<file path="src/rtl/pulse_activity_monitor_if.sv">
// Snapshot bus of pulse_activity_monitor: one valid/ready transfer carries the
// edge counts of every channel for one completed window plus its sequence number.
interface pulse_activity_monitor_if #(
    parameter int NUM_CH = 4,
    parameter int CNT_W  = 8
);
    logic                    snap_valid;
    logic                    snap_ready;
    logic [NUM_CH*CNT_W-1:0] snap_counts;
    logic [7:0]              snap_index;

    modport master (
        output snap_valid,
        output snap_counts,
        output snap_index,
        input  snap_ready
    );

    modport slave (
        input  snap_valid,
        input  snap_counts,
        input  snap_index,
        output snap_ready
    );
endinterface

</file>
<file path="src/rtl/pulse_activity_monitor.sv">
// Counts rising edges per pulse channel over fixed windows of enabled cycles and
// publishes a snapshot of all counts at each window end over a valid/ready bus.
module pulse_activity_monitor #(
    parameter int NUM_CH = 4,
    parameter int WINDOW = 16,
    parameter int CNT_W  = 8
) (
    input  logic                     clk,
    input  logic                     rst,
    input  logic                     enable,
    input  logic [NUM_CH-1:0]        pulse_in,
    pulse_activity_monitor_if.master snap,
    output logic                     overrun
);
    localparam int               WIN_W    = (WINDOW > 2) ? $clog2(WINDOW) : 1;
    localparam logic [WIN_W-1:0] WIN_LAST = WIN_W'(WINDOW - 1);
    localparam logic [CNT_W-1:0] CNT_MAX  = '1;

    typedef enum logic {
        IDLE,
        RUN
    } state_t;

    state_t                  state;
    state_t                  state_nxt;

    logic [NUM_CH-1:0]       prev_pulse;
    logic [NUM_CH-1:0]       edge_hit;
    logic [CNT_W-1:0]        acc     [NUM_CH];
    logic [CNT_W-1:0]        acc_sum [NUM_CH];
    logic [NUM_CH*CNT_W-1:0] final_counts;
    logic [WIN_W-1:0]        win_cnt;
    logic [7:0]              next_index;

    logic                    counting;
    logic                    window_end;
    logic                    accept;
    logic                    load;
    logic                    drop;

    logic                    snap_valid_q;
    logic [NUM_CH*CNT_W-1:0] snap_counts_q;
    logic [7:0]              snap_index_q;
    logic                    overrun_q;

    // ------------------------------------------------------------------
    // FSM state register and edge-detect history
    // ------------------------------------------------------------------
    // NOTE: sequential state is written only with non-blocking assignments so
    // every register samples pre-edge values, independent of block ordering.
    always_ff @(posedge clk) begin
        if (rst) begin
            state      <= IDLE;
            prev_pulse <= '0;
        end else begin
            state      <= state_nxt;
            prev_pulse <= pulse_in;
        end
    end

    // ------------------------------------------------------------------
    // FSM next state and per-cycle control decisions
    // ------------------------------------------------------------------
    // NOTE: every signal driven here gets a default first, so no path through
    // the block leaves a value unassigned and no latch is inferred.
    always_comb begin
        state_nxt  = state;
        counting   = 1'b0;
        window_end = 1'b0;
        accept     = 1'b0;
        load       = 1'b0;
        drop       = 1'b0;

        case (state)
            IDLE: begin
                if (enable) begin
                    state_nxt = RUN;
                end
            end
            RUN: begin
                if (!enable) begin
                    state_nxt = IDLE;
                end else begin
                    counting = 1'b1;
                end
            end
            default: state_nxt = IDLE;
        endcase

        window_end = counting && (win_cnt == WIN_LAST);
        accept     = snap_valid_q && snap.snap_ready;
        // A finished window either replaces a free/departing snapshot or is lost.
        load       = window_end && (!snap_valid_q || snap.snap_ready);
        drop       = window_end && snap_valid_q && !snap.snap_ready;
    end

    // ------------------------------------------------------------------
    // Edge detection and saturating accumulation
    // ------------------------------------------------------------------
    assign edge_hit = pulse_in & ~prev_pulse;

    always_comb begin
        final_counts = '0;
        for (int i = 0; i < NUM_CH; i++) begin
            acc_sum[i] = acc[i];
            if (edge_hit[i] && (acc[i] != CNT_MAX)) begin
                acc_sum[i] = acc[i] + CNT_W'(1);
            end
            final_counts[i*CNT_W +: CNT_W] = acc_sum[i];
        end
    end

    // NOTE: the accumulator array is a handful of flops rather than a RAM, so
    // it is reset like any other register; a true memory would not be.
    always_ff @(posedge clk) begin
        if (rst) begin
            win_cnt <= '0;
            for (int i = 0; i < NUM_CH; i++) begin
                acc[i] <= '0;
            end
        end else if (counting && !window_end) begin
            win_cnt <= win_cnt + WIN_W'(1);
            for (int i = 0; i < NUM_CH; i++) begin
                acc[i] <= acc_sum[i];
            end
        end else begin
            // Window end, idle, or leaving RUN: the next window starts from zero.
            win_cnt <= '0;
            for (int i = 0; i < NUM_CH; i++) begin
                acc[i] <= '0;
            end
        end
    end

    // ------------------------------------------------------------------
    // Snapshot register, sequence numbering and overrun flag
    // ------------------------------------------------------------------
    always_ff @(posedge clk) begin
        if (rst) begin
            snap_valid_q  <= 1'b0;
            snap_counts_q <= '0;
            snap_index_q  <= '0;
            next_index    <= '0;
            overrun_q     <= 1'b0;
        end else begin
            // Dropped windows still consume a number so the gap is visible downstream.
            if (window_end) begin
                next_index <= next_index + 8'd1;
            end

            if (load) begin
                snap_valid_q  <= 1'b1;
                snap_counts_q <= final_counts;
                snap_index_q  <= next_index;
            end else if (accept) begin
                snap_valid_q  <= 1'b0;
            end

            if (drop) begin
                overrun_q <= 1'b1;
            end
        end
    end

    assign snap.snap_valid  = snap_valid_q;
    assign snap.snap_counts = snap_counts_q;
    assign snap.snap_index  = snap_index_q;
    assign overrun          = overrun_q;

endmodule
</file>
<file path="src/flat_wrapper.sv">
// flat-port wrapper written by rule: the top's interface ports become plain ports
module pulse_activity_monitor_flat 
#(
    parameter int NUM_CH = 4,
    parameter int WINDOW = 16,
    parameter int CNT_W  = 8
)
  (clk, rst, enable, pulse_in, overrun, snap_snap_valid, snap_snap_counts, snap_snap_index, snap_snap_ready);
  pulse_activity_monitor_if #(.NUM_CH(NUM_CH), .CNT_W(CNT_W)) snap_i ();
  input  logic clk;
  input  logic rst;
  input  logic enable;
  input  logic [NUM_CH-1:0] pulse_in;
  output logic overrun;
  output wire logic [$bits(snap_i.snap_valid)-1:0] snap_snap_valid;
  output wire logic [$bits(snap_i.snap_counts)-1:0] snap_snap_counts;
  output wire logic [$bits(snap_i.snap_index)-1:0] snap_snap_index;
  input wire logic [$bits(snap_i.snap_ready)-1:0] snap_snap_ready;
  assign snap_snap_valid = snap_i.snap_valid;
  assign snap_snap_counts = snap_i.snap_counts;
  assign snap_snap_index = snap_i.snap_index;
  assign snap_i.snap_ready = snap_snap_ready;
  pulse_activity_monitor #(.NUM_CH(NUM_CH), .WINDOW(WINDOW), .CNT_W(CNT_W)) u_core (.clk(clk), .rst(rst), .enable(enable), .pulse_in(pulse_in), .snap(snap_i), .overrun(overrun));
endmodule
</file>
<file path="config.mk">
export PLATFORM = sky130hd
export DESIGN_NAME = pulse_activity_monitor_flat
export DESIGN_NICKNAME = d
export VERILOG_FILES = /design/src/rtl/pulse_activity_monitor_if.sv /design/src/rtl/pulse_activity_monitor.sv /design/src/flat_wrapper.sv
export SDC_FILE = /design/constraint.sdc
export NUM_CORES = 1
export LEC_CHECK = 0
export ABC_CLOCK_PERIOD_IN_PS = 1890
export CORE_MARGIN = 1
export CORE_UTILIZATION = 35
export DETAILED_ROUTE_END_ITERATION = 12
export PLACE_DENSITY_LB_ADDON = 0.12
export RECOVER_POWER = 50
export SLEW_MARGIN = 20
export SYNTH_ARGS = -nofsm -noshare
export SYNTH_HDL_FRONTEND = slang
export SYNTH_SLANG_ARGS = --single-unit
</file>
<file path="constraint.sdc">
create_clock -name clk -period 1.89 [get_ports clk]
set_clock_uncertainty 0.1 [all_clocks]
set_input_delay 0.378 -clock clk [delete_from_list [all_inputs] [get_ports clk]]
set_output_delay 0.378 -clock clk [all_outputs]
set_load 0.05 [all_outputs]
</file>
After elaboration in Yosys (flattened, before gate mapping)
Memories as Yosys holds them, arrays and structs flattened.
Index checks and enable logic that the tools add are counted.
Word-level totals
  register bits: 59
  latch bits: 0
  RAM bits: 32
  bits in read-only memories: 0
  output and inout port bits: 42
  logic and storage cells: 71
  memories: 1
Operators by class
  add/subtract/negate cells: 6
  multipliers: 0
  div/mod/pow operators: 0
  $lt $le $gt $ge: 0
  equality and inequality tests: 5
  shifts and indexed selects: 0
  multiplexer cells: 24
  bitwise operators: 11
  reduce and logical (&&, ||, !) cells: 16
Memories
  u_core.acc: words 4, width 8, rd ports 4, clocked after Yosys merged registers in 0, write ports 4, RTL line pulse_activity_monitor.sv:29  | logic [CNT_W-1:0] acc [NUM_CH];
Operators with widths (count)
  $mux 8: 12
  $add 8x1->8 const B: 5
  $ne 8x8->1 const B: 4
  $mux 1: 12
  $logic_and 1x1->1: 10
  $or 1x1->1: 8
  $add 4x1->4 const B: 1
  $and 4x4->4: 1
  $eq 4x4->1 const B: 1
  $not 4->4: 1
  $logic_not 1->1: 3
  $reduce_bool 2->1: 1
  $reduce_or 2->1: 1
  $logic_or 1x1->1: 1
  $not 1->1: 1

Longest topological paths before layout
  depth in word-level cells: 10
  gate-level depth with buffers: 8
  gate-level depth less buffers: 5

Worst setup path before layout
OpenSTA, ideal clock, no wires.
  kind: reg2reg
  from: reg u_core.win_cnt[0]
  to: reg u_core.snap_counts_q[14] (netlist: u_core.snap.snap_counts[14])
  data arrival time: 1.617 ns
  data required time: 1.662 ns
  path slack: 0.045 ns
  cell stages (with the launch flop): 9
  period minus slack after synthesis: 1.845 ns
  cells stage by stage: dfxtp_1 ha_1 nand3_2 buf_2 or3_1 buf_2 buf_2 nand3b_1 o21ai_0
Between the ends
  longest elaborated chain between the ends: 3
Ends and longest elaborated chain
  from (decl): RTL line pulse_activity_monitor.sv:32  | logic [WIN_W-1:0] win_cnt;
  from (signal assigned): RTL line pulse_activity_monitor.sv:122  | win_cnt <= win_cnt + WIN_W'(1);
  $eq 4x4->1: RTL line pulse_activity_monitor.sv:90  | window_end = counting && (win_cnt == WIN_LAST);
  $logic_and 1x1->1: RTL line pulse_activity_monitor.sv:90
  $logic_and 1x1->1: RTL line pulse_activity_monitor.sv:93  | load = window_end && (!snap_valid_q || snap.snap_ready);
  to (signal assigned): RTL line pulse_activity_monitor.sv:153  | snap_counts_q <= final_counts;
  to (decl): RTL line pulse_activity_monitor.sv:42  | logic [NUM_CH*CNT_W-1:0] snap_counts_q;
Every way passes these cells.
A chain may end at the register's enable or synchronous reset.

Final worst setup path
  from: reg u_core.win_cnt[0]
  to: reg u_core.snap_counts_q[23] (netlist: u_core.snap.snap_counts[23])
Same word-level chain as after synthesis.

==> results.ini <==
[run_status]
outcome=finished clean

[global_routing]
grt_pass1_vias=2951
grt_max_degree=28
grt_overflow=0
antenna_found_initial=0
grt.total_usage_pct=16.0
grt_first_pass_wirelength_mm=14.4

[floorplanning]
start_util_pct=36.7
core_area_um2=10500
dieArea_um2=11400
die-width_um=107
pin_count=50
rows=37
die_h_um=107

[layout]
area_growth_pct=22.6
finalNetCount=523
layout_commonest_cell=dfxtp_1
layout-drive-gt1-share_pct=12.5
fin_area_um2=4720
layout_common_cells=73 x dfxtp_1, 56 x nor2_1, 45 x clkbuf_1
final_cell_count_no_fill=650
n_antenna_cell=0

[place]
dpl.hpwl_mm=6.06
port_buffers=49
place_area_um2=4630
place_ws_ps=-135
placed_cells=630
gp_congestion=0.813

[logic_synthesis]
syn_inst=417
ys_async_sr_fraction_pct=0
avgSynthCellArea_um2=9.24
synth_area_um2=3850
yosys.cell_types.count=44
yosysSeqAreaShare_pct=51.4
ys_ff_latch=91
yosys_most_used_dff=dfxtp_1
synth_edf_count=16
ys_warn_count=0

[critical_path]
r2r-start=u_core.win_cnt[0]$_SDFF_PP0_
cp.required_ps=2060
cp_max_fo=10
cp-start-kind=flip-flop
cp_data_arrival_time_ps=1960
crit_type=reg2reg
startpoint=u_core.win_cnt[0]$_SDFF_PP0_
crit_path_end_kind=flip-flop

[cts]
cts_buffer_depth=2
insertion_delay_ps=360
htreeDepth=3
cts_root_buffer=clkbuf_8
cts-buffers-inserted=9
clock_sinks=91
path_clk_slew_ps=90
cts_tree=built

[power_and_ir_drop]
power_leakage_nw=1.73
ir_worst_vdd_mv=0.289
powerDensity_nw_per_um2=707

[detailed_routing]
dr.pass1.iters=5
wirelength_mm=8.75
vias=3195
final_antenna_net_count=0
initialDrtViolationCount=120
drc=0
routedWlPerCell_um=13.5
via_per_inst=4.92

[run]
maxCapViolations=0

[timing]
setup_viol=0
worst_pin_slew_ps=609
fmax_mhz=559
slew_violations=0
postLayoutSetupSlackWorst_ps=102
report.final.hold_viol_count=0
fin_crit_sh_pct=94.6
period_minus_slack_ps=1790
relSlewSlack_pct=59.6

[hold_path]
hold_start=rst
hp-class=in2reg

## final cells by class
class	count	area (um2)
fill	1072	5790
sequential	91	1980
multi-input combinational	318	1870
timing repair buffer	85	518
tap	136	170
clock buffer	11	131
clock inverter	5	37.5
inverter	4	15.0
## metrics by stage
step | TNS, ps | hold WS [ps] | utilization [%] | power (mW)
3_3_place_gp | -2930 | 335 | 44.1 | 2.20
6_report | 0 | 242 | 44.9 | 3.34
2_1_floorplan | 0 | 318 | - | 2.13
3_5_place_dp | -3660 | 344 | 44.1 | 2.20
4_1_cts | 0 | 233 | 45.7 | 3.38
5_1_grt | -18.9 | 245 | 44.9 | 3.50
## flip-flops by register name (all words and copies together), names as in the netlist
register                 count
u_core.snap.snap_counts     32
u_core.win_cnt               4
u_core.snap.snap_valid       1
u_core.acc                  32
u_core.next_index            8
u_core.prev_pulse            4
u_core.overrun               1
u_core.state                 1
u_core.snap.snap_index       8
## cells by family (layout without fill, tap and decap cells)
kind of cell / after synthesis / count (layout) / synth area share, %
buf+inv: 23 / 105 / 2.34
flops: 91 / 91 / 51.4
compound gates: 74 / 74 / 11.8
simple gates: 195 / 195 / 25.8
fa+ha+maj: 6 / 6 / 1.95
mux: 14 / 14 / 3.64
xor+xnor: 13 / 13 / 2.95
other cells: 1 / 16 / 0.0973
## worst max-delay path, cell delays in order (launching register included)
cell and delay, ps:
dfxtp_2 350, ha_2 200, nand3_2 90, buf_4 190, nor3_4 210, buf_6 160, buf_8 140, nor2_1 50
a311oi_1 220
## cell usage after synthesis, types with 11 or more instances
cell type  number  area, um2
o21ai_0        22        110
clkbuf_1       16       60.1
nor2b_1        11       68.8
a21oi_1        22        110
nor2_1         56        210
nand3_1        20        100
nand2_1        41        154
mux2i_1        14        140
dfxtp_1        75       1500
nand4_1        15       93.8
edfxtp_1       16        480
nand3b_1       17        128
## path summary, 6_finish.rpt
| path | to | slack, ps | depth (start not counted) |
|---|---|---|---|
| worst max-delay path | u_core.snap.snap_counts[23]$_SDFFE_PP0P_ | 100 | 8 |
| worst min-delay path | u_core.snap.snap_counts[24]$_SDFFE_PP0P_ | 240 | 2 |
| worst max register to register | u_core.snap.snap_counts[23]$_SDFFE_PP0P_ | 100 | 8 |
| worst min register to register | u_core.snap.snap_counts[10]$_SDFFE_PP0P_ | 350 | 2 |
## routing by layer
metal	GRT usage (%)	part of all wire, %
met4	7.14	1.6
met2	24.9	45
met5	0	0
met1	21.5	50
met3	2.92	3.0
## power by group
group / internal [mW] / leakage (nW) / switching [mW]
clock network: 0.488 / 0.0882 / 0.699
logic: 0.0620 / 0.869 / 0.0812
registers: 1.99 / 0.771 / 0.0194
total: 2.54 / 1.73 / 0.800
## what timing repair did
| action | CTS | global route |
|---|---|---|
| resized for setup | 0 | 22 |
| endpoints found under the setup margin | 0 | 35 |
| hold buffers | 0 | 0 |
| setup buffers | 0 | 3 |
No activity file was read; power rests on OpenSTA's default activity.
